===== config.mk =====
export PLATFORM = sky130hd
export DESIGN_NAME = dtree_feeder_flat
export DESIGN_NICKNAME = d
export VERILOG_FILES = /design/src/rtl/dtree_pkg.sv /design/src/rtl/dtree_feeder_if.sv /design/src/rtl/class_counters.sv /design/src/rtl/dtree_feeder.sv /design/src/flat_wrapper.sv
export SDC_FILE = /design/constraint.sdc
export NUM_CORES = 1
export LEC_CHECK = 0
export BUFFER_PORTS_ARGS = -buffer_cell sky130_fd_sc_hd__buf_4
export CORE_ASPECT_RATIO = 1.2
export CORE_UTILIZATION = 36
export CTS_CLUSTER_DIAMETER = 30
export DETAILED_ROUTE_END_ITERATION = 8
export GPL_ROUTABILITY_DRIVEN = 0
export PLACE_DENSITY_LB_ADDON = 0.08
export SLEW_MARGIN = 30
export SYNTH_ARGS = -nofsm -noshare
export SYNTH_HDL_FRONTEND = slang
export SYNTH_SLANG_ARGS = --single-unit

===== constraint.sdc =====
create_clock -name clk -period 3.5 [get_ports clk]
set_clock_uncertainty 0.05 [all_clocks]
set_input_delay 0.35 -clock clk [delete_from_list [all_inputs] [get_ports clk]]
set_output_delay 0.35 -clock clk [all_outputs]
set_load 0.1 [all_outputs]

===== src/rtl/dtree_pkg.sv =====
// Shared types and sizes for the decision-tree feeder and its counters.
package dtree_pkg;
    localparam int NUM_FEAT  = 4;
    localparam int FEAT_W    = 8;
    localparam int CLASS_W   = 2;
    localparam int NUM_CLASS = 1 << CLASS_W;

    typedef enum logic [1:0] {
        COLLECT = 2'd0,
        DRAIN   = 2'd1,
        SETTLE  = 2'd2,
        RESULT  = 2'd3
    } feeder_state_t;
endpackage


===== src/rtl/dtree_feeder_if.sv =====
// Byte-stream input and class-result output of the feeder, bundled as one interface.
interface dtree_feeder_if;
    import dtree_pkg::*;

    // Both channels: a transfer happens in a cycle where valid & ready are high;
    // valid is never withdrawn before that, and ready never depends on valid.
    logic               s_valid;
    logic               s_ready;
    logic [FEAT_W-1:0]  s_data;
    logic               s_last;
    logic               m_valid;
    logic               m_ready;
    logic [CLASS_W-1:0] m_class;
    logic               m_err;

    modport master (
        output s_valid, s_data, s_last, m_ready,
        input  s_ready, m_valid, m_class, m_err
    );

    modport slave (
        input  s_valid, s_data, s_last, m_ready,
        output s_ready, m_valid, m_class, m_err
    );
endinterface


===== src/rtl/class_counters.sv =====
// Saturating per-class hit counters with synchronous clear and readback mux.
module class_counters
    import dtree_pkg::*;
#(
    parameter int NUM_CLASS_P = NUM_CLASS,
    parameter int CLASS_W_P   = CLASS_W,
    parameter int CNT_W       = 16
) (
    input  logic                 clk,
    input  logic                 rst_n,
    input  logic                 inc,
    input  logic [CLASS_W_P-1:0] inc_sel,
    input  logic                 clr,
    input  logic [CLASS_W_P-1:0] sel,
    output logic [CNT_W-1:0]     cnt
);
    localparam logic [CNT_W-1:0] CNT_MAX = '1;

    logic [CNT_W-1:0] cnt_q [NUM_CLASS_P];

    // Clear has priority over a coincident increment.
    always_ff @(posedge clk or negedge rst_n) begin
        if (!rst_n) begin
            for (int i = 0; i < NUM_CLASS_P; i++) cnt_q[i] <= '0;
        end else if (clr) begin
            for (int i = 0; i < NUM_CLASS_P; i++) cnt_q[i] <= '0;
        end else if (inc && (cnt_q[inc_sel] != CNT_MAX)) begin
            cnt_q[inc_sel] <= cnt_q[inc_sel] + CNT_W'(1);
        end
    end

    assign cnt = cnt_q[sel];
endmodule


===== src/rtl/dtree_feeder.sv =====
// Frames a serial feature stream for the tree, waits for the slow logic to settle,
// and returns the captured class over a valid/ready port.
module dtree_feeder
    import dtree_pkg::*;
#(
    parameter int SETTLE_CYCLES = 2,
    parameter int CNT_W         = 16
) (
    input  logic                       clk,
    input  logic                       rst_n,
    dtree_feeder_if.slave              bus,
    output logic [NUM_FEAT*FEAT_W-1:0] feat_o,
    input  logic [CLASS_W-1:0]         class_i,
    input  logic [CLASS_W-1:0]         cnt_sel,
    output logic [CNT_W-1:0]           cnt_o,
    input  logic                       cnt_clr,
    output feeder_state_t              dbg_state
);
    localparam int IDX_W = (NUM_FEAT > 1) ? $clog2(NUM_FEAT) : 1;
    localparam logic [IDX_W-1:0] LAST_IDX = IDX_W'(NUM_FEAT - 1);
    localparam int SET_W = $clog2(SETTLE_CYCLES + 1);
    localparam logic [SET_W-1:0] SETTLE_LOAD = SET_W'(SETTLE_CYCLES);

    feeder_state_t              state_q, state_d;
    logic [IDX_W-1:0]           idx_q;
    logic [FEAT_W-1:0]          shadow_q [NUM_FEAT];
    logic [NUM_FEAT*FEAT_W-1:0] frame_d;
    logic [NUM_FEAT*FEAT_W-1:0] feat_q;
    logic [SET_W-1:0]           settle_q;
    logic [CLASS_W-1:0]         m_class_q;
    logic                       m_err_q;
    logic                       accept, handshake, cnt_inc;
    logic                       load_feat, enter_settle, capture, flag_err;

    assign bus.s_ready = (state_q == COLLECT) || (state_q == DRAIN);
    assign bus.m_valid = (state_q == RESULT);
    assign bus.m_class = m_class_q;
    assign bus.m_err   = m_err_q;
    assign feat_o      = feat_q;
    assign dbg_state   = state_q;

    assign accept    = bus.s_valid & bus.s_ready;
    assign handshake = bus.m_valid & bus.m_ready;
    assign cnt_inc   = handshake & ~m_err_q;

    always_ff @(posedge clk or negedge rst_n) begin
        if (!rst_n) state_q <= COLLECT;
        else        state_q <= state_d;
    end

    always_comb begin
        state_d      = state_q;
        load_feat    = 1'b0;
        enter_settle = 1'b0;
        capture      = 1'b0;
        flag_err     = 1'b0;
        case (state_q)
            COLLECT: begin
                if (accept) begin
                    if (bus.s_last) begin
                        if (idx_q == LAST_IDX) begin
                            load_feat    = 1'b1;
                            enter_settle = 1'b1;
                            state_d      = SETTLE;
                        end else begin
                            flag_err = 1'b1;
                            state_d  = RESULT;
                        end
                    end else if (idx_q == LAST_IDX) begin
                        state_d = DRAIN;
                    end
                end
            end
            DRAIN: begin
                if (accept && bus.s_last) begin
                    flag_err = 1'b1;
                    state_d  = RESULT;
                end
            end
            SETTLE: begin
                if (settle_q == SET_W'(1)) begin
                    capture = 1'b1;
                    state_d = RESULT;
                end
            end
            RESULT: begin
                if (handshake) state_d = COLLECT;
            end
            default: state_d = COLLECT;
        endcase
    end

    // The final byte is not in the shadow yet, so splice it in on the fly.
    always_comb begin
        frame_d = '0;
        for (int i = 0; i < NUM_FEAT; i++) begin
            frame_d[i*FEAT_W +: FEAT_W] = (idx_q == IDX_W'(i)) ? bus.s_data : shadow_q[i];
        end
    end

    always_ff @(posedge clk) begin
        if (accept && (state_q == COLLECT)) shadow_q[idx_q] <= bus.s_data;
    end

    always_ff @(posedge clk or negedge rst_n) begin
        if (!rst_n) begin
            idx_q     <= '0;
            feat_q    <= '0;
            settle_q  <= '0;
            m_class_q <= '0;
            m_err_q   <= 1'b0;
        end else begin
            if (handshake)                           idx_q <= '0;
            else if (accept && (state_q == COLLECT)) idx_q <= idx_q + IDX_W'(1);

            if (load_feat) feat_q <= frame_d;

            if (enter_settle)            settle_q <= SETTLE_LOAD;
            else if (state_q == SETTLE)  settle_q <= settle_q - SET_W'(1);

            if (capture) begin
                m_class_q <= class_i;
                m_err_q   <= 1'b0;
            end else if (flag_err) begin
                m_class_q <= '0;
                m_err_q   <= 1'b1;
            end
        end
    end

    class_counters #(
        .NUM_CLASS_P (NUM_CLASS),
        .CLASS_W_P   (CLASS_W),
        .CNT_W       (CNT_W)
    ) u_counters (
        .clk     (clk),
        .rst_n   (rst_n),
        .inc     (cnt_inc),
        .inc_sel (m_class_q),
        .clr     (cnt_clr),
        .sel     (cnt_sel),
        .cnt     (cnt_o)
    );
endmodule


===== src/flat_wrapper.sv =====
// flat-port wrapper written by rule: the top's interface ports become plain ports
module dtree_feeder_flat import dtree_pkg::*;
#(
    parameter int SETTLE_CYCLES = 2,
    parameter int CNT_W         = 16
)
  (clk, rst_n, feat_o, class_i, cnt_sel, cnt_o, cnt_clr, dbg_state, bus_s_valid, bus_s_data, bus_s_last, bus_m_ready, bus_s_ready, bus_m_valid, bus_m_class, bus_m_err);
  dtree_feeder_if bus_i ();
  input  logic clk;
  input  logic rst_n;
  output logic [NUM_FEAT*FEAT_W-1:0] feat_o;
  input  logic [CLASS_W-1:0] class_i;
  input  logic [CLASS_W-1:0] cnt_sel;
  output logic [CNT_W-1:0] cnt_o;
  input  logic cnt_clr;
  output feeder_state_t dbg_state;
  input wire logic [$bits(bus_i.s_valid)-1:0] bus_s_valid;
  input wire logic [$bits(bus_i.s_data)-1:0] bus_s_data;
  input wire logic [$bits(bus_i.s_last)-1:0] bus_s_last;
  input wire logic [$bits(bus_i.m_ready)-1:0] bus_m_ready;
  output wire logic [$bits(bus_i.s_ready)-1:0] bus_s_ready;
  output wire logic [$bits(bus_i.m_valid)-1:0] bus_m_valid;
  output wire logic [$bits(bus_i.m_class)-1:0] bus_m_class;
  output wire logic [$bits(bus_i.m_err)-1:0] bus_m_err;
  assign bus_i.s_valid = bus_s_valid;
  assign bus_i.s_data = bus_s_data;
  assign bus_i.s_last = bus_s_last;
  assign bus_i.m_ready = bus_m_ready;
  assign bus_s_ready = bus_i.s_ready;
  assign bus_m_valid = bus_i.m_valid;
  assign bus_m_class = bus_i.m_class;
  assign bus_m_err = bus_i.m_err;
  dtree_feeder #(.SETTLE_CYCLES(SETTLE_CYCLES), .CNT_W(CNT_W)) u_core (.clk(clk), .rst_n(rst_n), .bus(bus_i), .feat_o(feat_o), .class_i(class_i), .cnt_sel(cnt_sel), .cnt_o(cnt_o), .cnt_clr(cnt_clr), .dbg_state(dbg_state));
endmodule

# Yosys cells after proc, flatten, opt, wreduce, memory -nomap -nowiden
# Memory sizes are Yosys's and may differ from the RTL's. A register that Yosys moved wholly into a read port is not among the register bits.
# Cells that the tools add are included.
# classes
div_mod_pow	0
n_mux	40
multipliers	0
n_shift	0
eq_ne	11
bitwise	6
addsub	3
n_reduce_logical	15
magnitude_cmp	3
# op_table
cell	n
$mux W64	2
$mux W16	5
$bmux W16 S2	2
$bwmux W64	1
$demux W16 S2	1
$mux W2	12
$add A16 B1 Y16 const B	1
$ne A16 B16 Y1 const B	1
$mux W1	15
$pmux W2 S4	1
$reduce_bool A2 Y1	4
$eq A2 B2 Y1 const B	3
$ge A3 B3 Y1 const B	2
$not A2 Y3	2
$reduce_and A5 Y1	1
$eq A2 B1 Y1 const B	2
$logic_and A1 B1 Y1	4
$logic_not A1 Y1	4
$ne A2 B1 Y1 const B	2
$ne A2 B2 Y1 const B	2
$and A1 B1 Y1	3
$lt A3 B1 Y1 const B	1
$ne A3 B3 Y1 const B	1
$add A2 B1 Y2 const B	1
5 further kinds	5
# totals
rom_bits	0
mem_count	1
ram_bits	32
latchBits	0
regBits	73
elab_cells	88
out_inout_bits	55
# memory_table
name	words	width	rd	rd_ports_with_merged_regs	wr	line_no	rtl
u_core.shadow_q	4	8	4	4	1	dtree_feeder.sv:26	logic [FEAT_W-1:0] shadow_q [NUM_FEAT];

# Logic depth before layout (Yosys ltp)
# Gate-level depths: netlist of run 1.
# depth
ltp_word	8
ltp_mapped	11
ltp_nobuf	7

# Hierarchy
# Synthesis of run 1 repeated with hierarchy kept, for this count alone.
# hier_totals
hier_cells	450
hier_area_um2	6373.6
# modules_own_cells
mod	cells_per_inst	seq_area_each_um2	instances	area_per_inst_um2
class_counters	296	1601.5	1	3721.1
dtree_feeder	154	1746.7	1	2652.5

# Worst setup path after synthesis of run 1
# OpenSTA, ideal clock, no wires.
# synth_timing
path_type	register to register
from	register u_core.m_class_q[0] (netlist: u_core.bus.m_class[0])
to	register u_core.u_counters.cnt_q[57] (netlist bit)
path_slack_ps	-100
synth_period_minus_slack_ps	3600
n_path_buf	4
arrival_ps	3419
path_stages_with_launch	12
cell_sequence	dfrtp_1 buf_6 buf_6 mux4_2 ha_1 nand3_1 nor4_2 buf_6 nor4b_4 buf_6 mux2i_1 nor2_1
# synth_via
elab_chain_len	8
# synth_lines
element	line_no	rtl
start, declared	dtree_feeder.sv:30	logic [CLASS_W-1:0] m_class_q;
start signal, assigned	dtree_feeder.sv:122	m_class_q <= class_i;
$not A2 Y3 (not written as such) (*)	class_counters.sv:27, class_counters.sv:28	
$bmux W16 S2 (tied with other cells)	class_counters.sv:27, class_counters.sv:28	
$mux W16 (not written as such) or $logic_and A1 B1 Y1 (tied branches)	class_counters.sv:27, class_counters.sv:28	
$mux W16, on equally long branches	class_counters.sv:27, class_counters.sv:28	
$add A16 B1 Y16 or $demux W16 S2 (tied branches)	class_counters.sv:28	cnt_q[inc_sel] <= cnt_q[inc_sel] + CNT_W'(1);
$bwmux W64	class_counters.sv:28	
$mux W64	class_counters.sv:27	end else if (inc && (cnt_q[inc_sel] != CNT_MAX)) begin
$mux W64	class_counters.sv:25	end else if (clr) begin
end signal, assigned by index	class_counters.sv:28	
end, declared	class_counters.sv:19	logic [CNT_W-1:0] cnt_q [NUM_CLASS_P];
# Every way passes the cells marked *; elsewhere a longest branch is shown, timed or not. The select of a mux whose other input is x is not followed.
# A chain may end at the register's enable or synchronous reset.

# Final worst setup path of run 1
# layout_timing
from	register u_core.m_class_q[0] (netlist: u_core.bus.m_class[0])
to	register u_core.u_counters.cnt_q[1] (netlist bit)
# The elaborated chain is that of the path after synthesis.

==> reports/results.ini, run 1 <==
[cts]
htreeDepth=4
cts_tree=yes
cts_buffers=17
root_buffer=clkbuf_16
max-clock-path-buffers=2
cts.clk_slew.worst_paths_ps=60
cts_resized=0
clk_latency_ps=410
cts.sinks=129
cts_hold_buf=0
postCtsSetupBuffers=0

[power]
p_leak_nw=3.26
p_sw_mw=2.86
intPower_mw=3.44
p_comb_frac=0.426
power_mw=6.31
irDropWorstVdd_mv=0.749
clkPwrFrac=0.264
switching_share=0.454
power_density_mw_per_mm2=830
p_seq_frac=0.310

[cells_and_area]
syn_to_final_growth_pct=22.9
antenna_cells=0
drive_above_1_share=0.353
fin_nets=579

[job]
drv_cap=0

[sta]
fmax_ghz=0.345
hold_violations=20
relSlewSlack=0.449
worst_pin_slew_ps=826
rsz0062_at_grt=no
fin_tns_setup_ps=0
hold-worst-slack_ps=-26.1
period_minus_slack_ps=2900
setup_viol_count_final=0
slew_violations=0
final.period_utilization=0.827

[floorplanning]
fp.coreArea_mm2=0.0169
die_x_um=122
die_y_um=146
ios=73
die_area_mm2=0.0177
num_rows=52
start_util=0.367

[critical_path]
crit_fanout=16
crit_arrival_ps=3110
critPathMaxStageDelay_ps=620
endpoint_kind=flop
critPathTopFamily=simple AND/OR/NAND/NOR gates
path_class=flop to flop
critPathBufInv=3
startpoint_type=flop
critPathRequiredTime_ps=3720
crit_chain=buf_12 > mux4_2 > nand4_1 > nor4_4 > buf_4 > nor2_1 > buf_4 > mux2i_1 > nor2_1
slowest_stage=nor4_4

[detailed_routing]
avgViaCountPerCell=5.28
routed_wl_um=14500
postRouteAntennaNets=0
num_vias=4117
drc=0
drt_iter0_drc=203
first_pass_iters=4
post_drt_wl_per_cell_um=18.6

[yosys]
syn_inst=470
synth_edf_count=24
yosysTopAreaCell=dfrtp_1
ys_ff_latch=129
ys_warn_count=0
yosysTopAreaCellShare=0.425
async_flop_share=0.814
synth.avg_cell_area_um2=13.1
synth_ff_type=dfrtp_1
ys_types=36
synth.area.top_cells=dfrtp_1 (43%), edfxtp_1 (12%), mux4_2 (12%), mux2_2 (6.0%), mux2i_1 (4.5%)
netlist_area_mm2=0.00618
synth_nets=498
yosysSeqAreaShare=0.542

[grt]
grt_overflow=0
grt_pass1_wl_um=24100
first_global_vias=4370
grt_antenna_before_repair=0
grt_max_degree=65
grtUsageTotal=0.180

[place]
dp_hpwl_um=9640
port_buffers=72

[hold_path]
hold_class=primary input to asynchronous set/reset pin

[outcome]
outcome=complete, but fails checks
violations=hold timing

==> area by class of cell <==
| type | count | area, um^2 |
|---|---|---|
| Clock buffer | 19 | 443 |
| Sequential cell | 129 | 3350 |
| Clock inverter | 13 | 111 |
| Multi-Input combinational cell | 302 | 2640 |
| Timing Repair Buffer | 92 | 741 |
| Fill cell | 1565 | 9260 |
| Tap cell | 216 | 270 |
| Inverter | 9 | 33.8 |
==> cells by family after synthesis <==
family | after synthesis | synth area share
AO/OA/AOI/OAI | 67 | 0.0713
XOR/XNOR | 16 | 0.0227
adder cells (fa/ha/maj) | 10 | 0.0203
buffers and inverters | 39 | 0.0318
flip-flops | 129 | 0.542
multiplexers | 93 | 0.222
AND/OR/NAND/NOR | 116 | 0.0899
==> worst paths after layout <==
kind                            slack, ps  cells past startpoint                           to                  start
worst max register to register        600                      9   u_core.u_counters.cnt_q[1]  u_core.bus.m_class[0]
worst max-delay path                  600                      9   u_core.u_counters.cnt_q[1]  u_core.bus.m_class[0]
worst min-delay path                  -30                      1  u_core.u_counters.cnt_q[48]                  rst_n
max in group asynchronous            2480                      2             u_core.feat_o[7]                  rst_n
worst min register to register        420                      1             u_core.feat_o[3]  u_core.shadow_q[0][3]
min in group clk                       80                      1        u_core.shadow_q[1][7]          bus_s_data[7]
==> power by group through the flow <==
stage / logic (mW) / clock network (mW) / registers (mW)
after floorplan: 0.819 / 0 / 3.26
after global routing: 2.80 / 1.78 / 1.99
final: 2.69 / 1.66 / 1.96
after CTS: 2.71 / 1.71 / 1.96
after global placement: 2.69 / 0 / 1.97
after detailed placement: 2.71 / 0 / 1.98
==> cells in the mapped netlist (2+ instances only) <==
library cell / instances
a21oi_1: 20
o211ai_1: 3
nand4_1: 3
mux4_2: 32
nand3b_1: 2
buf_1: 5
mux2_2: 33
a211oi_1: 18
a211oi_2: 6
buf_6: 5
dfrtp_1: 105
xnor2_1: 7
xor2_1: 9
edfxtp_1: 24
buf_2: 7
ha_1: 10
mux2i_1: 28
and3_1: 5
clkbuf_1: 12
nor2_1: 55
nor2b_1: 2
nand2_1: 27
nor4_1: 3
nor3_1: 3
inv_1: 9
o21ai_0: 18
nand3_1: 10
==> sequential cells by signal, indices dropped and copies added, names as in the netlist <==
signal,count
u_core.feat_o,32
u_core.settle_q,2
u_core.shadow_q,24
u_core.u_counters.cnt_q,64
u_core.idx_q,2
u_core.dbg_state,2
u_core.bus.m_err,1
u_core.bus.m_class,2
==> routing by layer <==
| layer | share of wire | wire (um) | GRT usage | vias up |
|---|---|---|---|---|
| li1 | - | - | - | 1893 |
| met1 | 0.43 | 6290 | 0.228 | 2094 |
| met2 | 0.50 | 7300 | 0.293 | 110 |
| met3 | 0.047 | 678 | 0.0458 | 20 |
| met4 | 0.017 | 250 | 0.0698 | 0 |
| met5 | 0 | 0 | 0 | - |
==> placed cells by master, fill, tap and decap left out, types with 6 or more instances in the layout <==
cell	netlist	final
a211oi_1	18	18
xnor2_1	7	7
a21oi_1	20	20
dfrtp_1	105	103
ha_1	10	10
nand3_1	10	10
a211oi_2	6	6
edfxtp_1	24	24
mux2i_1	28	28
clkbuf_16	0	17
mux4_2	32	32
mux2_2	33	33
buf_4	1	88
nor2_1	55	55
nand2_1	27	27
xor2_1	9	9
o21ai_0	18	18
inv_1	9	9
==> through the flow <==
stage / cells / hold slack (ps) / area [um^2] / setup WS, ps / utilization
after floorplan: 470 / 4.41 / 6180 / 186 / -
after global placement: 748 / 408 / 7030 / 371 / 0.417
after detailed placement: 748 / 414 / 7030 / 339 / 0.417
after CTS: 780 / 19.4 / 7580 / 321 / 0.450
after global routing: 780 / 44.2 / 7590 / 403 / 0.451
final: 780 / -26.1 / 7590 / 605 / 0.451
Note: power is estimated with default switching activity, not from simulation.
==> inputs of run 2 (changes only) <==
Settings changed: ABC_AREA set to 1.
Clock period 3.5 ns to 2.4 ns, I/O delays scaled along.
==> run 2 against run 1 <==
  * Hold slack improved by 62 ps
  * Non-clock buffer count rose by 34
  * Critical path type unchanged
  * Via count rose by 52%
  * Sequential cell count did not move
  * Area after synthesis rose by 13%
  * First-iteration DRC count rose by 87%
  * Register-to-register slack got worse by 450 ps
  * The flow now finishes without violations
  * Die area rose by 12%
  * Critical endpoint is now u_core.u_counters.cnt_q[63]
  * Utilization rose by 2.2 points
  * Highest routed layer unchanged
  * Sequential share of layout area fell by 6.6 points
  * Clock power rose by 61%
  * Wire length rose by 45%
==> reports/results.ini, run 2 <==
[outcome]
outcome=completed

[floorplanning]
start_util=0.368
num_rows=55
die_x_um=129
die_y_um=154
fp.coreArea_mm2=0.0189
ios=73
die_area_mm2=0.0199

[detailed_routing]
routed_wl_um=21100
avgViaCountPerCell=4.92
first_pass_iters=5
drc=0
drt_iter0_drc=380
num_vias=6254
postRouteAntennaNets=0
post_drt_wl_per_cell_um=16.6

[sta]
setup_viol_count_final=0
worst_pin_slew_ps=763
setup_ws_ps=157
hold_violations=0
final.period_utilization=0.935
fmax_ghz=0.446
slew_violations=0
relSlewSlack=0.491
period_minus_slack_ps=2240

[critical_path]
slowest_stage=dfrtp_4
path_class=flop to flop
critPathRequiredTime_ps=2660
crit_top_cell=nand2_1
critPathMaxStageDelay_ps=550
crit_fanout=11
endpoint_kind=flop
crit_arrival_ps=2510
crit_chain=inv_6 > buf_4 > nand2_1 > nand2_1 > nand2_1 > nand2_1 > nand2_1 > inv_1 > nand2_1 > nor2_4 > nand2_1 > nand2_1 > nand2_1 > nand2_1 > nand2_1
startpoint_type=flop

[place]
post-place-ws_ps=97.6
dp_hpwl_um=14100
port_buffers=72

[power]
power_density_mw_per_mm2=1170
irDropWorstVdd_mv=1.04
power_mw=10.5
p_leak_nw=4.57

[grt]
first_global_vias=6191
grt_max_degree=39
grt_pass1_wl_um=33800
grt_overflow=0
grtUsageTotal=0.226
grt_antenna_before_repair=0

[cells_and_area]
fin_nets=1031
syn_to_final_growth_pct=28.4
final_common_cell=nand2_1
largest-register=u_core.u_counters.cnt_q
largest_reg_flops=64
antenna_cells=0
layout_common_cells=nand2_1 (386), nand3_1 (114), dfrtp_1 (101)
drive_above_1_share=0.206

[yosys]
yosysTopAreaCell=dfrtp_1
synth.avg_cell_area_um2=7.71
synth_nets=930
synth.area.top_cells=dfrtp_1 (38%), nand2_1 (21%), edfxtp_1 (10%), nand3_1 (8.2%), nor2_1 (3.7%)
synth_ff_type=dfrtp_1
yosys-top-cells-count=nand2_1 (390), nand3_1 (114), dfrtp_1 (105), nor2_1 (68), o21ai_0 (40)
netlist_area_mm2=0.00696
async_flop_share=0.814
ys_types=32
yosysTopAreaCellShare=0.378
syn_inst=902
yosysMostFrequentCell=nand2_1
ys_warn_count=0
ys_ff_latch=129
synth_edf_count=24
yosysSeqAreaShare=0.481

[cts]
cts_tree=yes
root_buffer=clkbuf_16
cts_buffers=17
max-clock-path-buffers=2
clk_latency_ps=430
htreeDepth=4
cts.clk_slew.worst_paths_ps=60
cts.sinks=129

[hold_path]
hold_class=primary input to flop

[job]
drv_cap=0

run 2: final cells by class:
class,count,area [um^2]
repair buffers,126,1190
flip-flops and latches,129,3360
clock inverters,14,168
inverters,45,176
multi-input cells,684,3290
clock buffers,18,439
fillers,1844,9990
well taps,256,320
run 2: metrics by stage:
| step | util | hold slack, ps | cell area [um^2] | setup TNS (ps) | instances |
|---|---|---|---|---|---|
| after floorplan | - | -106 | 7100 | -10070 | 902 |
| after global placement | 0.427 | 148 | 8080 | 0 | 1223 |
| after detailed placement | 0.427 | 149 | 8080 | 0 | 1223 |
| after CTS | 0.464 | 32.5 | 8780 | 0 | 1264 |
| after global routing | 0.472 | 54.5 | 8940 | -8.56 | 1272 |
| final | 0.472 | 35.8 | 8940 | 0 | 1272 |
run 2: path summary, 6_finish.rpt:
check,from,to,slack [ps],cells after the start
max,u_core.bus.m_class[0],u_core.u_counters.cnt_q[63],160,15
min,class_i[1],u_core.bus.m_class[1],40,3
max reg2reg,u_core.bus.m_class[0],u_core.u_counters.cnt_q[63],160,15
min reg2reg,u_core.shadow_q[0][1],u_core.feat_o[1],400,2
max in group asynchronous,rst_n,u_core.feat_o[27],1300,4
min in group asynchronous,rst_n,u_core.u_counters.cnt_q[4],230,2
run 2: critical path: cells and delay by family, from the launching register on:
kind	cells	cell delay, ps
simple gates	12	1140
flops	1	550
buf+inv	3	380
run 2: kinds of logic (layout without fill, tap and decap cells):
| family | Yosys count | after routing | share of synthesized area |
|---|---|---|---|
| XOR/XNOR | 7 | 7 | 0.00989 |
| buffers and inverters | 89 | 203 | 0.0642 |
| flip-flops | 129 | 129 | 0.481 |
| AO/OA/AOI/OAI | 68 | 68 | 0.0536 |
| adder cells (fa/ha/maj) | 10 | 10 | 0.0180 |
| AND/OR/NAND/NOR | 599 | 599 | 0.373 |
run 2: layer usage:
layer	wire length (um)	up-vias	track usage
li1	-	3102	-
met1	8840	2968	0.266
met2	10600	148	0.391
met3	988	36	0.0502
met4	605	0	0.0975
met5	0	-	0
run 2: repair_timing:
action | 4_1_cts | 5_1_grt
endpoints found under the setup margin | 0 | 55
resized for setup | 0 | 9
buffers inserted | 0 | 8
hold buffers | 9 | 0
hold endpoints to repair | 57 | 0
run 2: where the power goes:
part	total, mW	switching [mW]	internal [mW]
combinational	4.92	3.80	1.12
clock	2.68	1.09	1.59
sequential	2.89	0.271	2.62
==> inputs of run 3 (changes only) <==
Settings changed: CELL_PAD_IN_SITES_DETAIL_PLACEMENT set to 2, CELL_PAD_IN_SITES_GLOBAL_PLACEMENT set to 2, CORE_UTILIZATION 36 to 31, SLEW_MARGIN 30 to 20.
==> run 3 against run 2 <==
  * The run now ends with DRC, setup timing left
  * Critical path depth down 3
  * First-iteration DRC count down 37%
  * Utilization down 4.9 points
==> reports/results.ini, run 3 (synthesis results as in run 2) <==
[cts]
cts.sinks=129
clk_latency_ps=440
cts_buffers=17
max-clock-path-buffers=2
root_buffer=clkbuf_16
cts_tree=yes
cts.clk_slew.worst_paths_ps=60
htreeDepth=4

[critical_path]
r2r_end=u_core.u_counters.cnt_q[62]
slowest_stage=dfrtp_4
critPathMaxStageDelay_ps=530
startpoint_type=flop
crit_top_cell=nand2_1
crit_fanout=6
reg2reg_depth=12
crit_chain=buf_6 > nor2_4 > buf_6 > nand2_1 > nand2_1 > nor2_1 > nor2_2 > nand3_1 > o21bai_1 > nand2_1 > nand2_1 > nand2_1
r2r_start=u_core.bus.m_class[0]
reg2reg_slack_ps=-50
crit_arrival_ps=2710
critPathRequiredTime_ps=2660
endpoint_kind=flop
critPathLaunch=u_core.bus.m_class[0]
path_class=flop to flop

[hold_path]
hold_path_end=u_core.bus.m_class[1]
whs_path_depth=3
hold_class=primary input to flop
min_from=class_i[1]

[cells_and_area]
syn_to_final_growth_pct=32.8
layout_common_cells=nand2_1 (348), nand3_1 (113), buf_4 (105)
largest-register=u_core.u_counters.cnt_q
stdcell_count=1303
largest_reg_flops=64
final_common_cell=nand2_1
drive_above_1_share=0.262
fin_nets=1044
antenna_cells=0

[detailed_routing]
routed_wl_um=27300
drc=4
post_drt_wl_per_cell_um=20.9
first_pass_iters=6
drt_iter0_drc=241
num_vias=6759
avgViaCountPerCell=5.19
postRouteAntennaNets=0

[grt]
grt_max_degree=36
grt_antenna_before_repair=0
first_global_vias=7480
grt_pass1_wl_um=42100
grtUsageTotal=0.238
grt_overflow=0

[sta]
final.period_utilization=1.02
worst_pin_slew_ps=653
fin_tns_setup_ps=-182
setup_viol_count_final=15
rsz0062_at_grt=yes
hold_violations=0
slew_violations=0
fmax_ghz=0.409
relSlewSlack=0.560
setup_ws_ps=-45.2
period_minus_slack_ps=2450

[power]
p_leak_nw=4.73
irDropWorstVdd_mv=1.19
power_density_mw_per_mm2=1170

[floorplanning]
ios=73
num_rows=59
die_x_um=139
die_area_mm2=0.0231
die_y_um=166
fp.coreArea_mm2=0.0219
start_util=0.318

[outcome]
outcome=complete, but fails checks
violations=DRC, setup timing

[place]
port_buffers=72
dp.cells=1245
dp_hpwl_um=18400

[job]
drv_cap=0

## run 3: cell types whose count changed in the layout (fill, tap and decap cells not counted), sizes merged
cell | previous run | this run
buf | 117 | 129
clkinv | 3 | 4
## run 3: cell type report
cell class                      count  area [um^2]
Multi-Input combinational cell    684         3450
Timing Repair Buffer              139         1300
Tap cell                          274          343
Clock buffer                       17          425
Inverter                           45          176
Clock inverter                     15          191
Fill cell                        2466        12600
Sequential cell                   129         3360
## run 3: worst max-delay path by stage
stage / endpoint / depth (start not counted)
6_report: u_core.u_counters.cnt_q[62] / 12
5_1_grt: u_core.u_counters.cnt_q[62] / 12
4_1_cts: u_core.u_counters.cnt_q[46] / 12
3_5_place_dp: u_core.u_counters.cnt_q[46] / 12
3_3_place_gp: u_core.u_counters.cnt_q[40] / 12
2_1_floorplan: u_core.u_counters.cnt_q[57] / 17
## run 3: metrics by stage
stage / total power [mW] / cell area, um^2 / utilization / setup WS [ps] / hold WS [ps]
finish: 10.8 / 9240 / 0.423 / -45.2 / 46.3
global route: 11.2 / 9240 / 0.423 / -173 / 58.7
CTS: 10.7 / 8830 / 0.404 / 17.8 / 68.6
detailed placement: 7.86 / 8120 / 0.372 / -1.89 / 202
global placement: 7.73 / 8120 / 0.372 / 89.7 / 202
floorplan: 6.59 / 7100 / - / -212 / -106
## run 3: critical path: cells and delay by family (launching register included)
family                 cells  cell delay (ps)
AO/OA/AOI/OAI              1              260
buffers and inverters      2              300
flip-flops                 1              530
AND/OR/NAND/NOR            9             1180
## run 3: routing by layer
layer  track usage  vias to the layer above  part of all wire
met2         0.442                      116              0.54
li1              -                     3116                 -
met3        0.0384                       55             0.025
met1         0.270                     3472              0.40
met5             0                        -                 0
met4        0.0947                        0             0.033
## run 3: repair_timing
action	in CTS	in global routing
pin swaps	1	28
hold buffers	9	0
endpoints found under the hold margin	60	0
setup buffers	0	17
gates resized for setup	0	71
setup endpoints to repair	2	64
cloned	0	1
## run 3: power breakdown
group          switching, mW  leakage (nW)  internal, mW
Combinational           3.98          2.80          1.15
Sequential             0.305          1.64          2.61
Clock                   1.19         0.297          1.59
